**src/rtl/fcs_generator.sv**
```systemverilog
// fcs_generator: forwards a framed byte stream and appends the Ethernet CRC-32
// FCS (4 bytes, LSB first) after the last payload byte.
// Optional: FCS_GENERATOR_MIN_PAD_EN pads short frames with 0x00 bytes up to
// MIN_FRAME_BYTES before the FCS is appended.
module fcs_generator #(
  parameter int DATA_WIDTH      = 8,
  parameter int MIN_FRAME_BYTES = 60
) (
  input  logic                  clk,
  input  logic                  reset,
  input  logic                  start_of_frame,
  input  logic                  end_of_frame,
  input  logic [DATA_WIDTH-1:0] data_in,
  input  logic                  in_valid,
  output logic                  in_ready,
  output logic [DATA_WIDTH-1:0] data_out,
  output logic                  out_valid,
  input  logic                  out_ready,
  output logic                  out_sof,
  output logic                  out_eof,
  output logic                  frame_abort
);
  localparam logic [31:0] POLY     = 32'hEDB88320;
  localparam logic [31:0] CRC_INIT = 32'hFFFFFFFF;

  generate
    if (DATA_WIDTH != 8 || MIN_FRAME_BYTES < 1) begin : g_param_chk
      $error("fcs_generator: only DATA_WIDTH = 8 and MIN_FRAME_BYTES >= 1 are supported");
    end
  endgenerate

`ifdef FCS_GENERATOR_MIN_PAD_EN
  typedef enum logic [1:0] {IDLE, PAYLOAD, APPEND, PAD} state_t;
  localparam int CW = $clog2(MIN_FRAME_BYTES + 1);
  logic [CW-1:0] cnt_q, cnt_d, cnt_nxt;
`else
  typedef enum logic [1:0] {IDLE, PAYLOAD, APPEND} state_t;
`endif

  state_t      state_q, state_d, eof_tgt;
  logic [31:0] crc_q, crc_d, fcs;
  logic [1:0]  idx_q, idx_d;
  logic [7:0]  dout_d;
  logic        vld_d, sof_d, eof_d, abort_d;
  logic        ld, xfer, take;

  // One byte of the reflected CRC-32, bit 0 of the byte first.
  function automatic logic [31:0] crc_upd(input logic [31:0] c, input logic [7:0] d);
    logic [31:0] r;
    r = c;
    for (int i = 0; i < 8; i++) r = (r >> 1) ^ ((r[0] ^ d[i]) ? POLY : 32'h0);
    return r;
  endfunction

  assign ld   = !out_valid || out_ready;
`ifdef FCS_GENERATOR_MIN_PAD_EN
  assign in_ready = ld && state_q != APPEND && state_q != PAD;
  // Payload count including the byte being taken now, saturating at the minimum.
  assign cnt_nxt  = start_of_frame ? CW'(1) :
                    (cnt_q == CW'(MIN_FRAME_BYTES)) ? cnt_q : cnt_q + CW'(1);
  assign eof_tgt  = (cnt_nxt < CW'(MIN_FRAME_BYTES)) ? PAD : APPEND;
`else
  assign in_ready = ld && state_q != APPEND;
  assign eof_tgt  = APPEND;
`endif
  assign xfer = in_valid && in_ready;
  // Bytes outside a frame are swallowed; only SOF opens one from IDLE.
  assign take = xfer && (start_of_frame || state_q == PAYLOAD);
  assign fcs  = ~crc_q;

  // State register.
  always_ff @(posedge clk or negedge reset) begin
    if (!reset) state_q <= IDLE;
    else        state_q <= state_d;
  end

  // Next-state logic.
  always_comb begin
    state_d = state_q;
    case (state_q)
      IDLE, PAYLOAD: if (take) state_d = end_of_frame ? eof_tgt : PAYLOAD;
      APPEND:        if (ld && idx_q == 2'd3) state_d = IDLE;
`ifdef FCS_GENERATOR_MIN_PAD_EN
      PAD:           if (ld && cnt_q + CW'(1) >= CW'(MIN_FRAME_BYTES)) state_d = APPEND;
`endif
      default:       state_d = IDLE;
    endcase
  end

  // Output register and CRC datapath next values; everything holds while stalled.
  always_comb begin
    crc_d   = crc_q;
    idx_d   = idx_q;
    dout_d  = data_out;
    vld_d   = out_valid;
    sof_d   = out_sof;
    eof_d   = out_eof;
    abort_d = 1'b0;
`ifdef FCS_GENERATOR_MIN_PAD_EN
    cnt_d   = cnt_q;
`endif
    if (ld) begin
      vld_d = 1'b0;
      sof_d = 1'b0;
      eof_d = 1'b0;
      case (state_q)
        IDLE, PAYLOAD: begin
          if (take) begin
            vld_d   = 1'b1;
            sof_d   = start_of_frame;
            dout_d  = data_in[7:0];
            crc_d   = crc_upd(start_of_frame ? CRC_INIT : crc_q, data_in[7:0]);
            idx_d   = 2'd0;
            abort_d = start_of_frame && state_q == PAYLOAD;
`ifdef FCS_GENERATOR_MIN_PAD_EN
            cnt_d   = cnt_nxt;
`endif
          end
        end
        APPEND: begin
          vld_d  = 1'b1;
          dout_d = fcs[{idx_q, 3'b000} +: 8];
          idx_d  = idx_q + 2'd1;
          if (idx_q == 2'd3) begin
            eof_d = 1'b1;
            crc_d = CRC_INIT;
          end
        end
`ifdef FCS_GENERATOR_MIN_PAD_EN
        PAD: begin
          vld_d  = 1'b1;
          dout_d = 8'h00;
          crc_d  = crc_upd(crc_q, 8'h00);
          cnt_d  = cnt_q + CW'(1);
        end
`endif
        default: ;
      endcase
    end
  end

  // Datapath registers.
  always_ff @(posedge clk or negedge reset) begin
    if (!reset) begin
      crc_q       <= CRC_INIT;
      idx_q       <= 2'd0;
      data_out    <= '0;
      out_valid   <= 1'b0;
      out_sof     <= 1'b0;
      out_eof     <= 1'b0;
      frame_abort <= 1'b0;
`ifdef FCS_GENERATOR_MIN_PAD_EN
      cnt_q       <= '0;
`endif
    end else begin
      crc_q       <= crc_d;
      idx_q       <= idx_d;
      data_out    <= DATA_WIDTH'(dout_d);
      out_valid   <= vld_d;
      out_sof     <= sof_d;
      out_eof     <= eof_d;
      frame_abort <= abort_d;
`ifdef FCS_GENERATOR_MIN_PAD_EN
      cnt_q       <= cnt_d;
`endif
    end
  end
endmodule

```
**config.mk**
```make
export PLATFORM = sky130hd
export DESIGN_NAME = fcs_generator
export DESIGN_NICKNAME = d
export VERILOG_FILES = /design/src/rtl/fcs_generator.sv
export SDC_FILE = /design/constraint.sdc
export NUM_CORES = 1
export LEC_CHECK = 0
export BUFFER_PORTS_ARGS = -buffer_cell sky130_fd_sc_hd__buf_2
export CAP_MARGIN = 20
export CORE_MARGIN = 2
export CORE_UTILIZATION = 25
export DETAILED_ROUTE_END_ITERATION = 6
export GPL_TIMING_DRIVEN = 0
export PLACE_DENSITY = 0.47
export SLEW_MARGIN = 30
export SYNTH_ARGS = -nofsm -noshare
export SYNTH_HDL_FRONTEND = slang
export SYNTH_SLANG_ARGS = --single-unit
```
**constraint.sdc**
```tcl
create_clock -name clk -period 1.98 [get_ports clk]
set_clock_uncertainty 0.15 [all_clocks]
set_input_delay 0.297 -clock clk [delete_from_list [all_inputs] [get_ports clk]]
set_output_delay 0.297 -clock clk [all_outputs]
set_load 0.05 [all_outputs]
```
==> results of run 1 <==
## worst max-delay path, stage by stage (launching register included)
cell and delay [ps]:
dfstp_2 530, buf_8 120, xnor2_2 120, nor2_4 60, xnor2_4 220, buf_12 150
xor2_4 210, buf_6 130, xnor3_1 190, a21oi_1 120
## where the power goes
part	total (mW)	switching [mW]	leakage (nW)	internal (mW)
clock network	1.01	0.409	0.0804	0.601
logic	6.20	3.03	1.14	3.17
registers	2.05	0.402	0.540	1.65
total	9.26	3.84	1.76	5.42
## final timing paths
path	slack, ps	start	endpoint
setup / recovery	-90	crc_q[1]	crc_q[23]
hold / removal	70	end_of_frame	state_q[0]
setup reg to reg	-90	crc_q[1]	crc_q[23]
hold reg to reg	320	data_out[1]	data_out[1]
max in group asynchronous	800	reset	state_q[1]
min in group asynchronous	420	reset	out_sof
## registers in the layout, summed over array words and instances (netlist names)
register / flops
out_eof: 1
crc_q: 32
data_out: 8
state_q: 2
out_sof: 1
idx_q: 2
out_valid: 1
frame_abort: 1
## cells in the final DEF (no fill, tap or decap), types with 12 or more instances in the layout
master and n:
xnor2_1 49, xor2_1 15, buf_4 27, xnor2_2 12, dfrtp_1 15, buf_2 27
dfstp_2 32, nand2_1 13, a21oi_1 31, nor2_1 71
## area by class of cell
cell class                 instances  share of cell area [%]
tap                              172                    4.95
timing repair buffer              57                    10.2
multi-input combinational        254                    48.7
clock buffer                       5                    2.88
sequential                        48                    28.6
buffer                            22                    3.48
inverter                           1                  0.0863
clock inverter                     3                    1.06
## logic make-up after synthesis
logic type,after synthesis,synth area share [%]
muxes,9,5.90
adders and majority gates,1,0.386
xor gates and xnor gates,93,29.9
and+or+nand+nor,93,11.4
buffers and inverters,26,4.05
AOI/OAI and AO/OA,58,10.1
DFF,48,38.3
## metrics by stage
step	cells	cell area [µm²]	power, mW	utilization [%]
after floorplan	328	3280	5.73	-
after global placement	522	3610	6.68	28.5
after detailed placement	522	3610	6.70	28.5
after CTS	553	4160	8.74	32.8
after global routing	562	4350	9.86	34.3
final	562	4350	9.26	34.3
## layer usage
layer / up-vias / part of all wire (%) / global-route usage (%) / routed length (µm)
li1: 1193 / - / - / -
met1: 1232 / 44 / 17.5 / 4200
met2: 63 / 49 / 24.2 / 4670
met3: 19 / 4.3 / 2.47 / 410
met4: 0 / 2.4 / 5.20 / 232
met5: - / 0 / 0 / 0
## timing repair
item | in CTS | in global routing
cloned | 0 | 1
setup endpoints to repair | 42 | 37
gates resized for setup | 35 | 30
setup buffers | 25 | 9
endpoints found under the hold margin | 16 | 0
pin swaps | 18 | 19
hold buffers | 1 | 0
==> summary.md, run 1 <==
| Metric | Value |
|---|---|
| Status | finished, violations left |
| Failing checks | setup timing |
| Layout cells sized above 1 | about 40% |
| Maximum clock path buffer count | 2 |
| Synthesis warning total | 0 |
| Hold Crit Class | in -> reg |
| Clock buffer count from CTS | 5 |
| Core Region | about 0.013 mm² |
| Synth area leader | dfstp_2 |
| Maximum number of pins on one net before global-route repair | slightly below 50 |
| Most frequent cell after synthesis | nor2_1 |
| Post-synthesis register bit count | 48 |
| Area of the mapped netlist | 0.00324 mm² |
| Post-synth EDFFs | 0 |
| DR vias | 2507 |
| First-pass GRT wire length | 15000 µm |
| WHS Path Cells | 2 |
| Crit path required time | ~2100 ps |
| Final Setup Violations | 8 |
| Place WS | -558 ps |
| Worst R2R Path Depth | 9 |
| Vias per inst | about 4.5 |
| Setup WS post-layout | -92.1 ps |
| Final cycle utilization of the critical path | 105% |
| RSZ-0062 raised after global routing | yes |
| Worst vdd ir | around 0.53 mV |
| Root buf cell | clkbuf_16 |
| WL/cell | 16.9 µm |
| P_leak | ~1.8 nW |
| Fillers | around 1.3k |
| Cells after synthesis | roughly 330 |
| Fmax | ~480 MHz |
| Hold slack | between 70 and 80 ps |
| Pwr Density | around 2100 mW/mm² |
| Total grt overflow | 0 |
| Register area | around 0.0012 mm² |
| Crit path time final | around 2100 ps |
| Initial Util | roughly a quarter |
| Area of the multi-input gates | 0.00212 mm² |
| Worst slew pin tran | between 600 and 700 ps |
| Port Buffers | 22 |
| Synth top area cells | dfstp_2 26%, xnor2_1 17%, dfrtp_1 12% |
| FFs w/ async S/R, synth | 100% |
| Worst rel slew slack | a little under three fifths |
| Total Die Area | roughly 0.014 mm² |
| Critical path peak fanout | 5 |
| Post-Route WL | about 9500 µm |
| Fin. Hold Viols | 0 |
| Chip Height | approximately 120 µm |
| First-pass iteration count of the detailed router | 4 |
| H-tree Lvls | 2 |
| Max-cap violation count | 0 |
| Crit Path Class | reg -> reg |
| Clock Sinks | 48 |
| Site Rows | 41 |
| Die X | roughly 120 µm |
| Mapped Nets | approximately 340 |
| Nets | between 400 and 500 |
| Initial drt markers | between 150 and 200 |
| Antenna violations before repair | 0 |
| Sequential area share after synthesis | roughly two fifths |
| Total Routing Usage GR | roughly 14% |
| Routability cong. | between 0.8 and 0.9 |
| Syn-to-layout area delta | 34.0% |
| Synth Flop Type | dfstp_2 |
| Yosys cell types | 31 |
| Routed Antenna Nets | 0 |
| Clk slew on worst S/H paths | approximately 70 ps |
| Diodes inserted | 0 |
| Worst skew pair latency | a little under 300 ps |
| Num ports | 27 |
| Final setup TNS | -350 ps |
| Synth top cells by count | 73 x nor2_1, 62 x xnor2_1, 33 x a21oi_1 |
| Drt drc | 0 |
| Vias in the first global route | around 2.6k |
| Crit path launch type | flip-flop |
| Mean post-synth cell area | 9.89 µm² |
| Post-DP HPWL | ~6100 µm |
| Synth top area share | 25.9% |
| Crit path DAT | 2150 ps |
| Crit. End Element | flip-flop |
| Final slew viol count | 0 |
| CTS tree | done |
Power figures use the tool's default switching activity.
==> inputs of run 2 (changes only) <==
--- a/config.mk
+++ b/config.mk
@@ -13,3 +13,3 @@
 export GPL_TIMING_DRIVEN = 0
-export PLACE_DENSITY = 0.47
+export PLACE_DENSITY = 0.46
 export SLEW_MARGIN = 30
==> constraint.sdc (replaced) <==
create_clock -name clk -period 2.6 [get_ports clk]
set_clock_uncertainty 0.15 [all_clocks]
set_input_delay 0.52 -clock clk [delete_from_list [all_inputs] [get_ports clk]]
set_output_delay 0.52 -clock clk [all_outputs]
set_load 0.05 [all_outputs]
==> run 2 against run 1 <==
Effect of this change:
- the run now ends clean
- combinational power is 41% lower
- clock power decreased by 34%
- non-clock buffer count down 32
- critical path type unchanged
- wire length shrank 9.3%
- clock-buffer cell count unchanged
- hold slack improved by 19 ps
- sequential share of layout area up 4.7 points
- die area did not move
- sequential power shrank 27%
- utilization decreased by 4.8 points
- critical path depth fell by 2
- via count is 6.6% lower
==> summary.md, run 2 (synthesis gave the netlist of run 1 again) <==
| Metric | Value |
|---|---|
| Status | finished clean |
| Hold buffer count at CTS | 0 (-1) |
| DR vias | 2342 (-6.6%) |
| Routability cong. | 0.831 (+1.5%) |
| Port Buffers | 22 (unchanged) |
| Top reg by flops | crc_q |
| CP peak stage delay | 540 ps (about the same) |
| Post-DP HPWL | 6050 µm (-1.3%) |
| Worst rel slew slack | 42.8% (-14 points) |
| Chip Height | 118 µm (unchanged) |
| Crit path required time | 2670 ps (+610 ps) |
| Num ports | 27 (unchanged) |
| Final cycle utilization of the critical path | 96.2% (-8.4 points) |
| Commonest non-fill, non-tap cell in the layout | nor2_1 |
| Crit Path Class | reg -> reg |
| Critical-path cell list | buf_6, xnor2_1, nor2_1, xnor2_1, xnor2_1, xnor3_1, a21oi_1 |
| Worst skew pair latency | 290 ps (about the same) |
| Combinational share of power | 62.7% (-4.3 points) |
| Critical path's slowest cell | xnor2_1 |
| Pwr Density | 1550 mW/mm² (-27%) |
| Total Die Area | 0.0139 mm² (unchanged) |
| Drt drc | 0 (unchanged) |
| Crit path launch type | flip-flop |
| Final Setup Violations | 0 (-8) |
| Worst slew pin tran | 858 ps (+210 ps) |
| Sequential share of power | 25.8% (+3.7 points) |
| Vias in the first global route | 2382 (-9.9%) |
| Antenna violations before repair | 0 (unchanged) |
| Initial drt markers | 172 (+11%) |
| PostCTS Resize Cnt | 0 (-100%) |
| Initial Util | 25.6% (unchanged) |
| Area of the multi-input gates | 0.00188 mm² (-11%) |
| Critical path peak fanout | 8 (+3) |
| CTS tree | done |
| Die X | 118 µm (unchanged) |
| WL/cell | 16.3 µm (-3.8%) |
| Register area | 0.00124 mm² (-0.10%) |
| Switching share of total power | 43.8% (+2.3 points) |
| Buf/Inv on CP | 1 (-2) |
| P_leak | 1.43 nW (-19%) |
| Final slew viol count | 0 (unchanged) |
| Max reg flops | 32 (unchanged) |
| Clock power frac | 11.5% (+0.6 points) |
| Worst vdd ir | 0.366 mV (-31%) |
| Crit path DAT | 2570 ps (+420 ps) |
| Maximum number of pins on one net before global-route repair | 49 (unchanged) |
| Layout cells sized above 1 | 26.0% (-15 points) |
| Fmax | 400 MHz (-17%) |
| Clock Sinks | 48 (unchanged) |
| Post-Route Utilization | 29.5% (-4.8 points) |
| Routed Antenna Nets | 0 (unchanged) |
| Total Routing Usage GR | 13.1% (-0.89 points) |
| Post-Place Cells | 522 (unchanged) |
| Post-Route WL | 8630 µm (-9.3%) |
| Site Rows | 41 (unchanged) |
| CP most frequent cell | xnor2_1 |
| Vias per inst | 4.42 (-0.94%) |
| Root buf cell | clkbuf_16 |
| Final Non-Filler Cells | 530 (-5.7%) |
| Clock buffer count from CTS | 5 (unchanged) |
| Setup repair bufs after CTS | 0 (-100%) |
| Fin. Hold Viols | 0 (unchanged) |
| First-pass GRT wire length | 14000 µm (-6.4%) |
| Largest registers | crc_q x32, data_out x8 |
| Core Region | 0.0127 mm² (unchanged) |
| Diodes inserted | 0 (unchanged) |
| H-tree Lvls | 2 (unchanged) |
| Clk slew on worst S/H paths | 70 ps (about the same) |
| P_sw | 2.54 mW (-34%) |
| Hold slack | 91.7 ps (+19.3 ps) |
| Cell-internal power | 3.25 mW (-40%) |
| Crit path time final | 2500 ps (+429 ps) |
| Syn-to-layout area delta | 15.1% |
| Nets | 372 (-7.9%) |
| Maximum clock path buffer count | 2 (unchanged) |
| Total grt overflow | 0 (unchanged) |
| Crit. End Element | flip-flop |
| First-pass iteration count of the detailed router | 4 (unchanged) |
| RSZ-0062 raised after global routing | no |
| Most frequent cells in the layout | 73 x nor2_1, 62 x xnor2_1, 33 x a21oi_1 |
| Max-cap violation count | 0 (unchanged) |
| Hold Crit Class | in -> async |
| Fillers | 1347 (+3.7%) |
| Top delay family on crit path | XOR/XNOR gates |
-- run 2: changes by cell type in the layout (fill, tap and decap cells not counted), sizes merged --
cell	before	now
buf	68	34
bufinv	1	0
clkbuf	14	18
clkdlybuf4s15	1	0
clkinv	0	1
clkinvlp	1	2
dlygate4sd3	1	0
inv	2	1
-- run 2: final timing paths --
check	from	end	slack, ps	depth (start not counted)
min in group clk	end_of_frame	state_q[0]	290	2
setup / recovery	crc_q[0]	crc_q[23]	100	7
max in group asynchronous	reset	data_out[1]	1790	1
hold reg to reg	out_sof	out_sof	320	2
hold / removal	reset	out_sof	90	1
setup reg to reg	crc_q[0]	crc_q[23]	100	7
-- run 2: metal layers --
layer / part of all wire (%) / GRT usage [%]
met5: 0 / 0
met4: 1.9 / 4.52
met3: 5.5 / 2.86
met2: 45 / 20.4
met1: 48 / 18.0
-- run 2: power groups by stage --
stage	Combinational [mW]	Sequential, mW	Clock (mW)
floorplan	2.67	1.69	0
global placement	3.59	1.50	0
detailed placement	3.60	1.50	0
CTS	3.62	1.49	0.681
global route	3.97	1.55	0.718
finish	3.63	1.49	0.665
-- run 2: worst reg2reg max path, delay by kind of cell (launching register included) --
| kind | cells | cell delay (ps) |
|---|---|---|
| flops | 1 | 530 |
| buf+inv | 1 | 160 |
| xor+xnor | 4 | 1360 |
| compound gates | 1 | 160 |
| simple gates | 1 | 70 |
-- run 2: per-stage QoR --
stage / area [µm²] / setup slack (ps) / TNS [ps] / total power, mW
global route: 3730 / 44.8 / 0 / 6.23
floorplan: 3240 / 311 / 0 / 4.36
global placement: 3570 / -104 / -1720 / 5.09
finish: 3730 / 98.6 / 0 / 5.79
detailed placement: 3570 / -132 / -2250 / 5.11
CTS: 3720 / 14.9 / 0 / 5.80
-- run 2: area by class of cell --
class                   count  area share, %
inverters                   1          0.101
clock buffers               5           3.35
well taps                 172           5.76
repair buffers             22           3.02
plain buffers              25           3.45
clock inverters             3          0.637
flip-flops and latches     48           33.2
multi-input cells         254           50.4
==> inputs of run 3 (changes only) <==
- CAP_MARGIN: 20 -> unset
- CORE_ASPECT_RATIO: unset -> 0.7
==> run 3 against run 2 <==
Effect of this change:
- die area rose by 0.10%
- combinational power about the same
- critical path depth unchanged
- sequential share of layout area barely moved
- clock-buffer cell count did not move
- register-to-register slack improved by 30 ps
- power grew 2.4%
- critical endpoint is now crc_q[20]
- critical path type unchanged
- design area about the same
- non-clock buffer count did not move
- sequential power about the same
- first-iteration DRC count fell by 16%
- fmax is 1.3% higher
==> summary.md, run 3 (synthesis gave the netlist of run 1 again) <==
| Metric | Value |
|---|---|
| Fin. Hold Viols | 0 (unchanged) |
| P_sw | 2.59 mW (+1.9%) |
| Crit path time final | 2470 ps (-33.0 ps) |
| Final setup TNS | 0 ps (unchanged) |
| Drt drc | 0 (unchanged) |
| Crit path DAT | 2550 ps (-20 ps) |
| Combinational share of power | 61.4% (-1.3 points) |
| First-pass GRT wire length | 14300 µm (+1.9%) |
| CP peak stage delay | 530 ps (about the same) |
| Nets | 372 (unchanged) |
| Most frequent cells in the layout | 73 x nor2_1, 62 x xnor2_1, 33 x a21oi_1 |
| Vias per inst | 4.52 (+2.2%) |
| Final Setup Violations | 0 (unchanged) |
| Diodes inserted | 0 (unchanged) |
| Commonest non-fill, non-tap cell in the layout | nor2_1 |
| Layout cells sized above 1 | 26.5% (+0.56 points) |
| Crit. End Element | flip-flop |
| Setup WS post-layout | 132 ps (+33.0 ps) |
| Total grt overflow | 0 (unchanged) |
| Final Non-Filler Cells | 520 (-1.9%) |
| RSZ-0062 raised after global routing | no |
| Post-Place Cells | 512 (-1.9%) |
| Clk slew on worst S/H paths | 80 ps (about the same) |
| Final cycle utilization of the critical path | 94.9% (-1.3 points) |
| Die X | 140 µm (+19%) |
| Clock buffer count from CTS | 5 (unchanged) |
| Hold buffer count at CTS | 0 (unchanged) |
| Switching share of total power | 43.6% (-0.22 points) |
| Maximum number of pins on one net before global-route repair | 49 (unchanged) |
| Worst skew pair latency | 300 ps (about the same) |
| Initial drt markers | 145 (-16%) |
| Post-Route Utilization | 29.8% (+0.29 points) |
| Hold slack | 86.2 ps (-5.49 ps) |
| Pwr Density | 1590 mW/mm² (+2.4%) |
| Critical path's slowest cell | dfstp_2 |
| Crit Path Class | reg -> reg |
| Core Region | 0.0125 mm² (-0.96%) |
| Critical-path cell list | buf_6, xnor2_2, nor2_4, xnor2_4, xor2_2, xnor3_1, a21oi_1 |
| Post-DP HPWL | 6640 µm (+9.7%) |
| Initial Util | 25.9% (+0.25 points) |
| Maximum clock path buffer count | 2 (unchanged) |
| Clock power frac | 13.1% (+1.6 points) |
| Antenna violations before repair | 0 (unchanged) |
| Worst rel slew slack | 49.2% (+6.4 points) |
| Routability cong. | 0.824 (-0.88%) |
| Cell-internal power | 3.34 mW (+2.8%) |
| Post-place instance area | 0.00356 mm² (-0.35%) |
| Vias in the first global route | 2376 (-0.25%) |
| H-tree Lvls | 2 (unchanged) |
| Total Routing Usage GR | 13.7% (+0.55 points) |
| Port Buffers | 22 (unchanged) |
| Worst R2R Path Depth | 7 (unchanged) |
| Clock Sinks | 48 (unchanged) |
| Max-cap violation count | 0 (unchanged) |
| Overall Power | 5.93 mW (+2.4%) |
| Setup repair bufs after CTS | 0 (unchanged) |
| Place WS | -226 ps (-94.1 ps) |
| Final instance area | 0.00373 mm² (about the same) |
| Hold Crit Class | in -> async |
| First-pass iteration count of the detailed router | 7 (+3) |
| PostCTS Resize Cnt | 0 (unchanged) |
| Largest registers | crc_q x32, data_out x8 |
| Final slew viol count | 0 (unchanged) |
| Worst slew pin tran | 762 ps (-96.0 ps) |
| Crit path required time | 2680 ps (about the same) |
| Sequential share of power | 25.4% (-0.4 points) |
| CTS tree | done |
| Fmax | 405 MHz (+1.3%) |
| Max reg flops | 32 (unchanged) |
| Root buf cell | clkbuf_16 |
| Worst vdd ir | 0.463 mV (+26%) |
| Critical path peak fanout | 8 (unchanged) |
| Chip Height | 99.3 µm (-16%) |
| Total Die Area | 0.0139 mm² (+0.10%) |
| Post-Route WL | 9120 µm (+5.6%) |
| WL/cell | 17.5 µm (+7.6%) |
| Status | finished clean |
| Top reg by flops | crc_q |
| Routed Antenna Nets | 0 (unchanged) |
| Syn-to-layout area delta | 15.1% (about the same) |
| Crit path launch type | flip-flop |
| Fillers | 1313 (-2.5%) |
| DR vias | 2349 (+0.30%) |
| Num ports | 27 (unchanged) |
| Site Rows | 34 (-17%) |
| P_leak | 1.45 nW (+1.3%) |
[run 3: cell types whose count changed in the layout (fill, tap and decap cells not counted), sizes merged]
cell	previous run	this run
bufinv	0	1
clkinv	1	0
clkinvlp	2	1
inv	1	2
[run 3: critical path: cells and delay by family (launching register included)]
| family | cells | cell delay [ps] |
|---|---|---|
| DFF | 1 | 530 |
| xor gates and xnor gates | 4 | 1340 |
| AOI/OAI and AO/OA | 1 | 150 |
| and+or+nand+nor | 1 | 70 |
| buffers and inverters | 1 | 160 |
[run 3: routing by layer]
metal,global-route usage [%],vias to the layer above,part of all wire [%]
met4,2.72,0,0.73
met5,0,-,0
met1,21.2,1148,55
met2,19.2,61,39
li1,-,1132,-
met3,3.27,8,5.3
[run 3: layout make-up]
class | count | area, µm² | share of cell area [%]
Tap cell | 162 | 203 | 5.43
Clock inverter | 3 | 46.3 | 1.24
Multi-Input combinational cell | 254 | 1870 | 50.1
Inverter | 1 | 3.75 | 0.101
Clock buffer | 5 | 125 | 3.35
Timing Repair Buffer | 22 | 113 | 3.02
Sequential cell | 48 | 1240 | 33.2
Buffer | 25 | 131 | 3.52
[run 3: power by group through the flow]
stage | registers (mW) | clock network, mW | logic (mW)
6_report | 1.51 | 0.779 | 3.64
3_5_place_dp | 1.52 | 0 | 3.64
2_1_floorplan | 1.69 | 0 | 2.67
3_3_place_gp | 1.50 | 0 | 3.63
5_1_grt | 1.56 | 0.821 | 3.97
4_1_cts | 1.51 | 0.795 | 3.65
[run 3: path summary, 6_finish.rpt]
path,from,to,slack (ps)
setup / recovery,crc_q[0],crc_q[20],130
max in group asynchronous,reset,state_q[0],1790
min in group clk,end_of_frame,state_q[0],280
hold reg to reg,data_out[5],data_out[5],330
setup reg to reg,crc_q[0],crc_q[20],130
hold / removal,reset,data_out[1],90
